### config.mk
export PLATFORM = sky130hd
export DESIGN_NAME = coin_beam_detector
export DESIGN_NICKNAME = d
export VERILOG_FILES = /design/src/rtl/coin_beam_detector.sv
export SDC_FILE = /design/constraint.sdc
export NUM_CORES = 1
export LEC_CHECK = 0
export BUFFER_PORTS_ARGS = -buffer_cell sky130_fd_sc_hd__buf_4
export CAP_MARGIN = 20
export CORE_UTILIZATION = 51
export DETAILED_ROUTE_END_ITERATION = 7
export PLACE_DENSITY = 0.8
export SLEW_MARGIN = 20
export SYNTH_ARGS = -nofsm -noshare
export SYNTH_HDL_FRONTEND = slang
export SYNTH_SLANG_ARGS = --single-unit
### constraint.sdc
create_clock -name clock -period 2.2 [get_ports clock]
set_input_delay 0.11 -clock clock [delete_from_list [all_inputs] [get_ports clock]]
set_output_delay 0.11 -clock clock [all_outputs]
set_load 0.02 [all_outputs]
### src/rtl/coin_beam_detector.sv
// coin_beam_detector: debounced multi-channel coin beam front end with sticky flags and saturating counts.
// Define COIN_TOTAL_EN to add the running totalValue output weighted by COIN_VALUES.
module coin_beam_detector #(
    parameter int NUM_CH = 4,
    parameter int DEBOUNCE_CYCLES = 50000,
    parameter int CNT_W = 16,
    parameter int COUNT_W = 16,
    parameter logic [8*NUM_CH-1:0] COIN_VALUES = {8'd25, 8'd10, 8'd5, 8'd1}
) (
    input  logic                      clock,
    input  logic                      reset,
    input  logic [NUM_CH-1:0]         reading,
    input  logic [31:0]               acknowledgeBeam,
    output logic [NUM_CH-1:0]         beamBroken,
    output logic [NUM_CH*COUNT_W-1:0] coinCount,
    output logic                      overflow,
    output logic [NUM_CH-1:0]         LED
`ifdef COIN_TOTAL_EN
    ,
    output logic [31:0]               totalValue
`endif
);
    typedef enum logic [1:0] {IDLE, ARMING, HELD, RELEASING} state_t;
    localparam logic [CNT_W-1:0] LAST = CNT_W'(DEBOUNCE_CYCLES - 1);
    localparam logic [COUNT_W-1:0] MAX = '1;
    state_t st [NUM_CH];
    state_t st_n [NUM_CH];
    logic [CNT_W-1:0] cnt [NUM_CH];
    logic [CNT_W-1:0] cnt_n [NUM_CH];
    logic [NUM_CH-1:0] s1, s2, fire, ev, at_max;
    logic clr, ack_unused;
    assign clr = acknowledgeBeam[31];
    assign ack_unused = ^acknowledgeBeam;
    always_ff @(posedge clock) begin
        if (reset) begin
            s1 <= '0;
            s2 <= '0;
            ev <= '0;
            for (int i = 0; i < NUM_CH; i++) begin
                st[i] <= IDLE;
                cnt[i] <= '0;
            end
        end else begin
            s1 <= reading;
            s2 <= s1;
            ev <= fire;
            for (int i = 0; i < NUM_CH; i++) begin
                st[i] <= st_n[i];
                cnt[i] <= cnt_n[i];
            end
        end
    end
    // The D-th consecutive stable sample is the one that completes the level change.
    always_comb begin
        for (int i = 0; i < NUM_CH; i++) begin
            st_n[i] = st[i];
            cnt_n[i] = '0;
            case (st[i])
                IDLE: if (s2[i]) begin
                    st_n[i] = ARMING;
                    cnt_n[i] = CNT_W'(1);
                end
                ARMING: if (!s2[i]) st_n[i] = IDLE;
                    else if (cnt[i] == LAST) st_n[i] = HELD;
                    else cnt_n[i] = cnt[i] + 1'b1;
                HELD: if (!s2[i]) begin
                    st_n[i] = RELEASING;
                    cnt_n[i] = CNT_W'(1);
                end
                default: if (s2[i]) st_n[i] = HELD;
                    else if (cnt[i] == LAST) st_n[i] = IDLE;
                    else cnt_n[i] = cnt[i] + 1'b1;
            endcase
        end
    end
    always_comb begin
        fire = '0;
        LED = '0;
        at_max = '0;
        for (int i = 0; i < NUM_CH; i++) begin
            fire[i] = st[i] == ARMING && s2[i] && cnt[i] == LAST;
            LED[i] = st[i] == HELD || st[i] == RELEASING;
            at_max[i] = coinCount[i*COUNT_W +: COUNT_W] == MAX;
        end
    end
    // A new event beats a same-cycle acknowledge, and a clear still counts that event.
    always_ff @(posedge clock) begin
        if (reset) begin
            beamBroken <= '0;
            coinCount <= '0;
            overflow <= 1'b0;
        end else begin
            beamBroken <= ev | (beamBroken & ~acknowledgeBeam[NUM_CH-1:0]);
            overflow <= !clr && (overflow || |(ev & at_max));
            for (int i = 0; i < NUM_CH; i++)
                coinCount[i*COUNT_W +: COUNT_W] <= clr ? COUNT_W'(ev[i])
                    : coinCount[i*COUNT_W +: COUNT_W] + COUNT_W'(ev[i] && !at_max[i]);
        end
    end
`ifdef COIN_TOTAL_EN
    logic [31:0] ev_sum;
    always_comb begin
        ev_sum = '0;
        for (int i = 0; i < NUM_CH; i++)
            ev_sum = ev_sum + (ev[i] ? 32'(COIN_VALUES[8*i +: 8]) : 32'd0);
    end
    always_ff @(posedge clock) begin
        if (reset) totalValue <= '0;
        else totalValue <= (clr ? 32'd0 : totalValue) + ev_sum;
    end
`endif
endmodule

==> impl_metrics.json <==
{
  "status": "finished, final reports clean",
  "detail_route.first_pass.iterations": 5,
  "hpwl_mm": 10.9,
  "path_clk_slew_ns": 0.06,
  "synth_warnings": 0,
  "dp_cells": 1070,
  "ios": 111,
  "post-route-cell-area_um2": 8980,
  "layout_setup_ws_ns": 0.0724,
  "worstSetupPathType": "flop to flop",
  "grt_max_degree": 35,
  "drive_above_1_share_pct": 24.1,
  "ys_types": 64,
  "wl_per_cell_um": 14.2,
  "ys_top_cells_by_count": "dfxtp_1 (153), nor2_1 (100), xnor2_1 (45), xor2_1 (42), nand4_1 (39)",
  "dieArea_um2": 14300,
  "ys.flop_type": "dfxtp_1",
  "grt_pass1_vias": 5839,
  "vias": 6054,
  "peakVddDrop_uv": 606,
  "finalClockSkew_ns": 0.00473,
  "synthCells": 781,
  "fin_crit_sh_pct": 96.7,
  "placed_area_um2": 8200,
  "ys_ff_latch": 153,
  "worst_slew_pin_slew_ns": 0.438,
  "hold_viol": 0,
  "yosysTopAreaCell": "dfxtp_1",
  "grtUsageTotal_pct": 23.1,
  "antenna_cells": 0,
  "core_region_area_um2": 13400,
  "fin_cells": 1113,
  "cts_tree": "built",
  "netlist.area_leader.share_pct": 43.3,
  "critical_path_arrival_ns": 2.50,
  "slew_viol_final": 0,
  "cp.required_ns": 2.57,
  "die_h_um": 120,
  "worst_setup_path_end_kind": "flop",
  "clock_latency_ns": 0.43,
  "yosysMostFrequentCell": "dfxtp_1",
  "critical_path.startpoint_type": "flop",
  "max_cap_violations": 0,
  "ctsLongestPathBuffers": 2,
  "io_buffers": 83,
  "synth_area_leaders": "dfxtp_1 (43%), xnor2_1 (5.6%), nor2_1 (5.3%)",
  "async_reset_ff_share_pct": 0,
  "synth_fp_nets": 844,
  "clockRootBuffer": "clkbuf_16",
  "clock_sinks": 153,
  "syn-mean-instance-area_um2": 9.06,
  "num-fill-cells": 1088,
  "cp_max_fo": 5,
  "rows": 42,
  "cts_buffers": 17,
  "start_util_pct": 52.8,
  "gr-total-overflow": 0,
  "nets": 987,
  "ant_nets": 0,
  "gp_congestion": 0.832,
  "setup-violations-final": 0,
  "leakage_nw": 3.28,
  "pre_cts_ws_ns": 0.0358,
  "drt_iter0_markers": 307,
  "chipWidth_um": 120,
  "vias_per_cell": 5.44,
  "yosysSeqAreaShare_pct": 43.3,
  "drc": 0,
  "syn2layout_area_growth_pct": 26.9,
  "min_period_ns": 2.13,
  "cellPowerDensity_nw_per_um2": 657,
  "htree_levels": 4,
  "wl_mm": 15.8,
  "antenna_found_initial": 0,
  "reg2reg_slack_ns": 0.07,
  "grt_pass1_wl_mm": 26.5,
  "maxSlewHeadroom_pct": 70.4,
  "synth_area_um2": 7080,
  "fmax_ghz": 0.470,
  "synth_enable_flop_cells": 0,
  "hp-class": "input pin to flop"
}
cell usage in the layout (no fill, tap or decap), types with 9 or more instances in the layout:
master | synthesis | final
a21oi_1 | 31 | 30
and3_1 | 12 | 11
buf_4 | 0 | 137
clkbuf_16 | 0 | 17
dfxtp_1 | 153 | 145
dlygate4sd3_1 | 0 | 9
ha_1 | 25 | 22
inv_1 | 34 | 34
nand2_1 | 33 | 31
nand2b_1 | 9 | 9
nand3_1 | 36 | 35
nand4_1 | 39 | 39
nor2_1 | 100 | 100
nor2_2 | 10 | 10
nor2b_1 | 12 | 12
nor3_1 | 16 | 16
nor4_1 | 18 | 16
o21ai_0 | 21 | 21
or3_1 | 22 | 21
xnor2_1 | 45 | 45
xor2_1 | 42 | 42
routing by layer:
metal  track usage, %  share of wire, %  up-vias
met5                0                 0        -
met4             9.84               2.1        0
met3             5.51               4.5       28
met2             39.6                49      132
met1             27.4                45     2833
li1                 -                 -     3061
power by group:
part / switching (mW) / leakage [nW] / internal [mW] / total [mW]
clock: 1.23 / 0.279 / 1.72 / 2.96
combinational: 0.0805 / 1.76 / 0.0675 / 0.148
sequential: 0.0156 / 1.24 / 2.78 / 2.80
stage by stage:
step,total power [mW],utilization [%],setup TNS (ns),hold WS [ns]
global placement,2.99,61.2,0,0.319
global route,6.11,67.0,-0.00886,0.0510
floorplan,2.96,-,0,0.238
finish,5.90,67.0,0,0.0515
detailed placement,3.00,61.2,0,0.324
CTS,5.96,66.3,0,0.0296
worst paths after layout:
| kind | startpoint | end | cells after the start |
|---|---|---|---|
| min | reset | s1[3] | 2 |
| max reg2reg | coinCount[9] | coinCount[15] | 8 |
| max | coinCount[9] | coinCount[15] | 8 |
| min reg2reg | s1[2] | s2[2] | 1 |
repair_timing:
item                       in CTS  in global routing
pin swaps                       0                  6
buffers inserted                0                  2
setup endpoints to repair       1                 23
gates resized for setup         1                 21
hold buffers                    9                  0
hold endpoints to repair       11                  0
cells by family after synthesis:
group / synth area share, %
adder cells (fa/ha/maj): 4.42
flip-flops: 43.3
AND/OR/NAND/NOR: 28.7
AO/OA/AOI/OAI: 8.03
buffers and inverters: 3.48
multiplexers: 1.29
XOR/XNOR: 10.8
critical path: stages (launching register included):
cell	delay, ns
dfxtp_4	0.34
and4_4	0.18
nand4_1	0.11
o31a_1	0.17
ha_2	0.21
nand2_2	0.07
or3_4	0.43
or4_4	0.43
a21oi_2	0.12
final cells by class:
class / instances / area (um^2) / area share (%)
clock buffer: 18 / 439 / 4.89
clock inverter: 14 / 161 / 1.80
inverter: 34 / 128 / 1.42
multi-input combinational: 572 / 3840 / 42.7
sequential: 153 / 3080 / 34.2
tap: 176 / 220 / 2.45
timing repair buffer: 146 / 1120 / 12.5
registers in the layout, indices dropped and copies added (netlist names), named ones only:
register / count
s1: 4
s2: 4
beamBroken: 4
coinCount: 64
st: 4
overflow: 1
ev: 4
cnt: 64
No activity file was read; power rests on OpenSTA's default activity.
